==> src/rtl/chess_clock_ctrl.sv <==
// Two-player chess-clock controller: holds both remaining times,
// switches the running side on move, handles pause/resume and flag fall.
// Ports:
//   clkIn, reset            - clock, synchronous active-high reset
//   tick                    - one-cycle 1 Hz pulse from the divider
//   btnA, btnB              - move buttons (debounced levels)
//   btnStart, btnPause      - start/resume/reload and pause (levels)
//   divEnable, running      - high while a clock is running
//   timeA, timeB            - remaining seconds per player
//   turnA                   - 1 = A selected (also saved turn when paused)
//   flagA, flagB            - time expired
module chess_clock_ctrl #(
    parameter int unsigned INIT_SEC = 300,
    parameter int unsigned INC_SEC  = 0,
    parameter int unsigned MAX_SEC  = 5999
) (
    input  logic        clkIn,
    input  logic        reset,
    input  logic        tick,
    input  logic        btnA,
    input  logic        btnB,
    input  logic        btnStart,
    input  logic        btnPause,
    output logic        divEnable,
    output logic [12:0] timeA,
    output logic [12:0] timeB,
    output logic        turnA,
    output logic        running,
    output logic        flagA,
    output logic        flagB
);

    typedef enum logic [2:0] {
        S_IDLE,
        S_RUN_A,
        S_RUN_B,
        S_PAUSED,
        S_FLAG
    } state_t;

    localparam logic [12:0] INIT_T = 13'(INIT_SEC);
    localparam logic [13:0] INC_T  = 14'(INC_SEC);
    localparam logic [13:0] MAX_T  = 14'(MAX_SEC);

    state_t      state_q, state_d;
    logic [12:0] time_a_q, time_a_d;
    logic [12:0] time_b_q, time_b_d;
    logic        turn_a_q, turn_a_d;
    logic        flag_a_q, flag_a_d;
    logic        flag_b_q, flag_b_d;
    logic        run_q, run_d;
    logic [3:0]  prev_q, prev_d;

    logic [3:0]  ev;
    logic        ev_a, ev_b, ev_start, ev_pause;
    logic        side_a;
    logic [12:0] own_t, dec_t, inc_t, new_t;
    logic [13:0] sum_t;
    logic        own_ev, expire;

    // Previous-value registers turn level inputs into one-cycle events.
    assign prev_d   = {btnPause, btnStart, btnB, btnA};
    assign ev       = prev_d & ~prev_q;
    assign ev_a     = ev[0];
    assign ev_b     = ev[1];
    assign ev_start = ev[2];
    assign ev_pause = ev[3];

    // Arithmetic on whichever side is currently running.
    assign side_a = (state_q == S_RUN_A);
    assign own_t  = side_a ? time_a_q : time_b_q;
    assign own_ev = side_a ? ev_a : ev_b;
    assign dec_t  = own_t - {12'd0, tick};
    assign sum_t  = {1'b0, dec_t} + INC_T;
    assign inc_t  = (sum_t > MAX_T) ? MAX_T[12:0] : sum_t[12:0];
    assign expire = tick && (own_t == 13'd1);

    always_comb begin
        state_d  = state_q;
        time_a_d = time_a_q;
        time_b_d = time_b_q;
        turn_a_d = turn_a_q;
        flag_a_d = flag_a_q;
        flag_b_d = flag_b_q;
        new_t    = dec_t;
        case (state_q)
            S_IDLE: begin
                if (ev_start) begin
                    state_d  = S_RUN_A;
                    turn_a_d = 1'b1;
                end
            end
            S_RUN_A, S_RUN_B: begin
                if (expire) begin
                    // Flag fall swallows every other event this cycle.
                    new_t   = 13'd0;
                    state_d = S_FLAG;
                    if (side_a) flag_a_d = 1'b1;
                    else        flag_b_d = 1'b1;
                end else if (ev_pause) begin
                    state_d = S_PAUSED;
                end else if (own_ev) begin
                    new_t    = inc_t;
                    state_d  = side_a ? S_RUN_B : S_RUN_A;
                    turn_a_d = ~side_a;
                end
                if (side_a) time_a_d = new_t;
                else        time_b_d = new_t;
            end
            S_PAUSED: begin
                if (ev_start) state_d = turn_a_q ? S_RUN_A : S_RUN_B;
            end
            S_FLAG: begin
                if (ev_start) begin
                    state_d  = S_IDLE;
                    time_a_d = INIT_T;
                    time_b_d = INIT_T;
                    flag_a_d = 1'b0;
                    flag_b_d = 1'b0;
                    turn_a_d = 1'b1;
                end
            end
            default: state_d = S_IDLE;
        endcase
        run_d = (state_d == S_RUN_A) || (state_d == S_RUN_B);
    end

    always_ff @(posedge clkIn) begin
        if (reset) begin
            state_q  <= S_IDLE;
            time_a_q <= INIT_T;
            time_b_q <= INIT_T;
            turn_a_q <= 1'b1;
            flag_a_q <= 1'b0;
            flag_b_q <= 1'b0;
            run_q    <= 1'b0;
            // Held buttons must not fire an event right after reset.
            prev_q   <= 4'hF;
        end else begin
            state_q  <= state_d;
            time_a_q <= time_a_d;
            time_b_q <= time_b_d;
            turn_a_q <= turn_a_d;
            flag_a_q <= flag_a_d;
            flag_b_q <= flag_b_d;
            run_q    <= run_d;
            prev_q   <= prev_d;
        end
    end

    assign divEnable = run_q;
    assign running   = run_q;
    assign timeA     = time_a_q;
    assign timeB     = time_b_q;
    assign turnA     = turn_a_q;
    assign flagA     = flag_a_q;
    assign flagB     = flag_b_q;

endmodule

==> config.mk <==
export PLATFORM = sky130hd
export DESIGN_NAME = chess_clock_ctrl
export DESIGN_NICKNAME = d
export VERILOG_FILES = /design/src/rtl/chess_clock_ctrl.sv
export SDC_FILE = /design/constraint.sdc
export NUM_CORES = 1
export LEC_CHECK = 0
export ABC_AREA = 1
export CAP_MARGIN = 25
export CORE_ASPECT_RATIO = 1.4
export CORE_UTILIZATION = 26
export CTS_CLUSTER_SIZE = 28
export DETAILED_ROUTE_END_ITERATION = 16
export HOLD_SLACK_MARGIN = 0.15
export SKIP_CTS_REPAIR_TIMING = 1
export SYNTH_ARGS = -nofsm -noshare
export SYNTH_HDL_FRONTEND = slang
export SYNTH_SLANG_ARGS = --single-unit
==> constraint.sdc <==
create_clock -name clkIn -period 6.93 [get_ports clkIn]
set_input_delay 2.079 -clock clkIn [delete_from_list [all_inputs] [get_ports clkIn]]
set_output_delay 2.079 -clock clkIn [all_outputs]
set_load 0.02 [all_outputs]
# Yosys cells after proc, flatten, opt, wreduce, memory -nomap -nowiden

Cells that the tools add are included.

Add/sub/neg operators: 1
$lt $le $gt $ge: 1
Equality and inequality tests: 15
Muxes and demuxes: 32
Bitwise operators: 3
Reductions and logical operators: 12

Operators with widths:

| cell                                                  | count |
|---|---|
| 2-to-1 mux 13 bit                                     | 8 |
| one-hot mux 13 bit (2 select lines)                   | 2 |
| 2-to-1 mux 3 bit                                      | 6 |
| != test 2 bit, second input constant                  | 7 |
| == test 13 x 1 -> 1 bit, second input constant        | 1 |
| greater-than comparator 13 bit, second input constant | 1 |
| subtractor 13 x 1 -> 13 bit                           | 1 |
| one-hot mux 3 bit (4 select lines)                    | 1 |
| 2-to-1 mux 1 bit                                      | 10 |
| == test 3 x 2 -> 1 bit, second input constant         | 3 |
| AND reduction 4 bit                                   | 2 |
| == test 3 x 1 -> 1 bit, second input constant         | 2 |
| one-hot mux 1 bit (2 select lines)                    | 3 |
| AND reduction 3 bit                                   | 2 |
| AND reduction 5 bit                                   | 1 |
| AND 4 bit                                             | 1 |
| 2-to-1 mux 2 bit                                      | 2 |
| NOT 4 bit                                             | 1 |
| nonzero test 2 bit                                    | 2 |
| OR reduction 2 bit                                    | 2 |
| == test 3 bit, second input constant                  | 1 |
| zero test 3 bit                                       | 1 |
| != test 2 x 1 -> 1 bit, second input constant         | 1 |
| logical AND 1 bit                                     | 1 |
| 2 further kinds                                       | 2 |

Flip-flop bits (word level): 37
Input port bits: 7
Output and inout port bits: 31
Logic and storage cells: 72

# Longest topological paths before layout

Word-level depth: 10
Gate-level depth with buffers: 24
Gate-level depth less buffers: 21

# Worst setup path before layout

No wires, ideal clock.

Kind: input-to-reg
From: input port tick
To: register time_b_q[2], in the netlist timeB[2]
Setup time: 0.115 ns
Arrival: 3.470 ns
Data required time: 6.815 ns
Slack: 3.345 ns
Cell stages on the path: 18
Buffers on the path: 1
Cell sequence: ha_1 -> ha_1 -> nand3_2 -> nor2_2 -> nand2_1 -> nand2_1 -> nand2_1 -> nand2_1 -> nor2_1 -> nand2_1 -> nand2_1 -> nand2_2 -> buf_6 -> nand2_1 -> nand2_1 -> nand2_1 -> nand2_1 -> nand2_1

Word-level cells in the longest chain between the ends: 8

RTL lines:

| element                                 | line | RTL |
|---|---|---|
| start: declaration                      | 19   | `input logic tick,` |
| subtractor 13 x 1 -> 13 bit             | 73   | `assign dec_t = own_t - {12'd0, tick};` |
| greater-than comparator 13 bit          | 75   | `assign inc_t = (sum_t > MAX_T) ? MAX_T[12:0] : sum_t[12:0];` |
| 2-to-1 mux 13 bit                       | 75   |  |
| 2-to-1 mux 13 bit                       | 102  | `end else if (own_ev) begin` |
| 2-to-1 mux 13 bit                       | 100  | `end else if (ev_pause) begin` |
| 2-to-1 mux 13 bit (*)                   | 94   | `if (expire) begin` |
| 2-to-1 mux 13 bit (*)                   | 107  | `if (side_a) time_a_d = new_t;` |
| one-hot mux 13 bit (2 select lines) (*) | 86   | `case (state_q)` |
| end signal: assignment                  | 142  | `time_b_q <= time_b_d;` |
| end: declaration                        | 47   | `logic [12:0] time_b_q, time_b_d;` |

Every way passes the cells marked *; elsewhere a longest branch is shown, timed or not. The select of a mux whose other input is x is not followed.
A chain may end at the register's enable or synchronous reset.

# Worst setup path after layout

From: input port tick
To: register time_a_q[2], in the netlist timeA[2]

Word-level cells in the longest chain between the ends: 8

RTL lines:

| element                                 | line | RTL |
|---|---|---|
| subtractor 13 x 1 -> 13 bit             | 73   |  |
| greater-than comparator 13 bit          | 75   |  |
| 2-to-1 mux 13 bit                       | 75   |  |
| 2-to-1 mux 13 bit                       | 102  |  |
| 2-to-1 mux 13 bit                       | 100  |  |
| 2-to-1 mux 13 bit (*)                   | 94   |  |
| 2-to-1 mux 13 bit (*)                   | 107  |  |
| one-hot mux 13 bit (2 select lines) (*) | 86   |  |
| end signal: assignment                  | 141  | `time_a_q <= time_a_d;` |
| end: declaration                        | 46   | `logic [12:0] time_a_q, time_a_d;` |

Marks and branches as above.

==> impl_metrics.sql <==
INSERT INTO impl_metrics (metric_group, metric, value, unit) VALUES
('status', 'outcome', 'completed', ''),
('worst_hold_path', 'hold_path_class', 'reg -> reg', ''),
('synth', 'ys_warn_count', '0', ''),
('placed_design', 'routabilityCongestion', '0.8350', ''),
('placed_design', 'numPortBuffers', '37', ''),
('die', 'die_area', '0.008610', 'mm²'),
('layout', 'area_growth_syn_to_layout', '23.66', '%'),
('timing', 'max_clock_freq', '0.2433', 'GHz'),
('die', 'fp.coreArea', '0.007845', 'mm²'),
('placed_design', 'dp_hpwl', '4127', 'µm'),
('grt', 'grt_first_pass_wirelength', '9246', 'µm'),
('worst_setup_path', 'crit_fanout', '12', ''),
('power', 'pwr-share-seq', '0.519', ''),
('timing', 'tightest_slew', '0.7805', 'ns'),
('grt', 'grt_pass1_vias', '2024', ''),
('layout', 'post_route_cells_drive_above_1_share', '0.07357', ''),
('synth', 'post_synth_edffs', '0', ''),
('synth', 'synth_ff_type', 'sky130_fd_sc_hd__dfxtp_1', ''),
('power', 'power_per_standard_cell_area', '162.1', 'mW/mm²'),
('die', 'floorplan.initialDensity', '0.2730', ''),
('die', 'ios', '38', ''),
('synth', 'postSynthRegisterBits', '37', ''),
('layout', 'layout.nets', '376', ''),
('synth', 'post_synth_instance_area', '0.002142', 'mm²'),
('synth', 'netlist_instances', '335', ''),
('clock_network', 'tritoncts.num_buffers', '5', ''),
('power', 'p_leak', '0.001238', 'µW'),
('die', 'floorplan.die.width', '78.71', 'µm'),
('drt', 'routed_wirelength', '5554', 'µm'),
('worst_setup_path', 'start_kind', 'input pin', ''),
('grt', 'grt_overflow', '0', ''),
('synth', 'synth-seq-area-share', '0.3458', ''),
('worst_setup_path', 'setup.worst_path.end_class', 'flop', ''),
('power', 'pwr-share-clk', '0.358', ''),
('clock_network', 'max_clock_buf_depth', '2', ''),
('clock_network', 'cts.htree.levels', '2', ''),
('timing', 'setup-violations-final', '0', ''),
('job', 'timing.max_cap.violations', '0', ''),
('clock_network', 'cts.reportedPaths.clkPinSlew', '0.07', 'ns'),
('synth', 'per_instance_average_area_after_synthesis', '6.394', 'µm²'),
('worst_setup_path', 'worst_ep_required_time', '7.11', 'ns'),
('drt', 'drt_drc_violations_left', '0', ''),
('synth', 'synth-async-reset-ratio', '0', ''),
('layout', 'multiInputGateArea', '0.001146', 'mm²'),
('clock_network', 'worst_skew_pair.late_latency', '0.29', 'ns'),
('power', 'p_switching', '110.7', 'µW'),
('power', 'internal_power', '318.7', 'µW'),
('clock_network', 'clockRootBuffer', 'sky130_fd_sc_hd__clkbuf_8', ''),
('worst_setup_path', 'timing.setup.critical_path_class', 'in -> reg', ''),
('drt', 'routedWlPerCell', '11.89', 'µm'),
('power', 'power.ir.vdd_worst', '0.08054', 'mV'),
('drt', 'dr_vias_cell', '4.471', ''),
('timing', 'fin_ws', '2.819', 'ns'),
('drt', 'drt-initial-drc-count', '75', ''),
('synth', 'synth.distinct_cells', '30', ''),
('drt', 'ant_nets', '0', ''),
('grt', 'antenna_found_initial', '0', ''),
('timing', 'layout_worst_path_cycle_share', '0.5932', ''),
('power', 'sw_frac_of_total', '0.2578', ''),
('clock_network', 'numClockSinks', '37', ''),
('clock_network', 'clock_tree_from_tritoncts', 'done', ''),
('power', 'fin_total_pwr', '429.5', 'µW'),
('worst_setup_path', 'regToRegSetupSlack', '3.66', 'ns'),
('layout', 'sequential_cell_area', '740.7', 'µm²'),
('timing', 'fin_crit', '4.111', 'ns'),
('die', 'placement_rows', '38', ''),
('worst_setup_path', 'critPathArrivalTime', '4.29', 'ns'),
('timing', 'grt_setup_unrepaired', 'false', ''),
('grt', 'grt_start_max_net_pins', '30', ''),
('drt', 'dr_total_vias', '2088', ''),
('timing', 'hold_viol_final', '0', ''),
('timing', 'timing_max_transition_violations_final', '0', ''),
('placed_design', 'dp_worst_setup_slack', '2.504', 'ns'),
('timing', 'final.setup.tns', '0', 'ns'),
('power', 'combPwrFrac', '0.123', ''),
('timing', 'worst_slew_margin_rel', '0.4784', ''),
('die', 'floorplan.die.height', '109.4', 'µm'),
('synth', 'syn_nets', '344', ''),
('layout', 'final.fill_count', '862', ''),
('layout', 'antenna-diode-count', '0', ''),
('drt', 'detail_route.first_pass.iterations', '4', ''),
('timing', 'skew', '0.003415', 'ns'),
('grt', 'grt.total_usage', '0.1368', '');
## state kept, by name, indices dropped and copies added, names as in the netlist
| register | flops |
|---|---|
| flagA | 1 |
| prev_q | 4 |
| timeA | 13 |
| turnA | 1 |
| divEnable | 1 |
| state_q | 3 |
| flagB | 1 |
| timeB | 13 |
## layout by cell type (no fill, tap or decap), types with 5 or more instances in the layout
master and n:
sky130_fd_sc_hd__inv_2 5, sky130_fd_sc_hd__clkdlybuf4s50_1 37, sky130_fd_sc_hd__inv_1 42, sky130_fd_sc_hd__nand3_1 16
sky130_fd_sc_hd__a21oi_1 28, sky130_fd_sc_hd__xor2_1 5, sky130_fd_sc_hd__clkbuf_8 6, sky130_fd_sc_hd__o21ai_0 24
sky130_fd_sc_hd__nand2_1 110, sky130_fd_sc_hd__nor2_1 18, sky130_fd_sc_hd__dfxtp_1 37
## routing by layer
layer	GRT usage	wire length [µm]
met1	0.1447	2378
met2	0.2640	2906
met3	0.02075	159
met4	0.05952	109
met5	0	0
## worst max-delay path, cell delays in order
cell,delay [ns]
sky130_fd_sc_hd__clkdlybuf4s50_1,0.50
sky130_fd_sc_hd__ha_1,0.22
sky130_fd_sc_hd__ha_1,0.23
sky130_fd_sc_hd__nand3_2,0.15
sky130_fd_sc_hd__nor2_2,0.16
sky130_fd_sc_hd__nand2_1,0.06
sky130_fd_sc_hd__nand2_1,0.06
sky130_fd_sc_hd__nand2_1,0.06
sky130_fd_sc_hd__nand2_1,0.06
sky130_fd_sc_hd__nor2_1,0.04
sky130_fd_sc_hd__nand2_1,0.06
sky130_fd_sc_hd__nand2_1,0.07
sky130_fd_sc_hd__nand2_2,0.21
sky130_fd_sc_hd__nand2_1,0.09
sky130_fd_sc_hd__nand2_1,0.06
sky130_fd_sc_hd__nand2_1,0.06
sky130_fd_sc_hd__nand2_1,0.06
sky130_fd_sc_hd__nand2_1,0.06
## worst paths after layout
check,startpoint,endpoint,depth (start not counted)
setup / recovery,tick,timeA[2],18
hold / removal,flagA,flagA,2
setup reg to reg,state_q[1],timeA[2],20
hold reg to reg,flagA,flagA,2
## stage by stage
step	cell area, µm²	std cells	hold WS (ns)	util
finish	2649	467	0.4514	0.3376
global route	2649	467	0.4907	0.3376
CTS	2649	467	0.4558	0.3376
detailed placement	2562	460	0.4441	0.3266
global placement	2562	460	0.4379	0.3266
floorplan	2142	335	0.5238	-
## cell type report
type | instances | area share
timing repair buffer | 37 | 0.1398
sequential | 37 | 0.2796
inverter | 48 | 0.06802
clock buffer | 7 | 0.03259
multi-input combinational | 238 | 0.4327
tap | 100 | 0.04724
## cells by family (layout without fill, tap and decap cells)
kind of cell             after synthesis  count (layout)  share of synthesized area
AND/OR/NAND/NOR                      166             166                     0.3370
AO/OA/AOI/OAI                         63              63                     0.1577
buffers and inverters                 60              92                     0.1192
flip-flops                            37              37                     0.3458
XOR/XNOR                               7               7                    0.02862
adder cells (fa/ha/maj)                2               2                    0.01168
## cells in the mapped netlist (4+ instances only)
cell type	n	share of area
sky130_fd_sc_hd__nand2_2	4	0.012
sky130_fd_sc_hd__inv_1	42	0.074
sky130_fd_sc_hd__nand2_1	110	0.19
sky130_fd_sc_hd__xor2_1	5	0.020
sky130_fd_sc_hd__inv_2	5	0.0088
sky130_fd_sc_hd__o21ai_0	24	0.056
sky130_fd_sc_hd__a21oi_1	28	0.065
sky130_fd_sc_hd__dfxtp_1	37	0.35
sky130_fd_sc_hd__nand3_1	16	0.037
sky130_fd_sc_hd__o21ai_2	4	0.016
sky130_fd_sc_hd__clkbuf_1	7	0.012
sky130_fd_sc_hd__nor2_1	18	0.032
sky130_fd_sc_hd__o21ai_1	4	0.0093
## power groups by stage
stage	clock network, µW	logic (µW)	registers [µW]
finish	154	53.0	223
floorplan	0	29.2	233
detailed placement	0	53.4	228
global placement	0	53.0	228
global route	167	58.8	223
CTS	161	53.6	223
(Power assumes the default switching activity.)
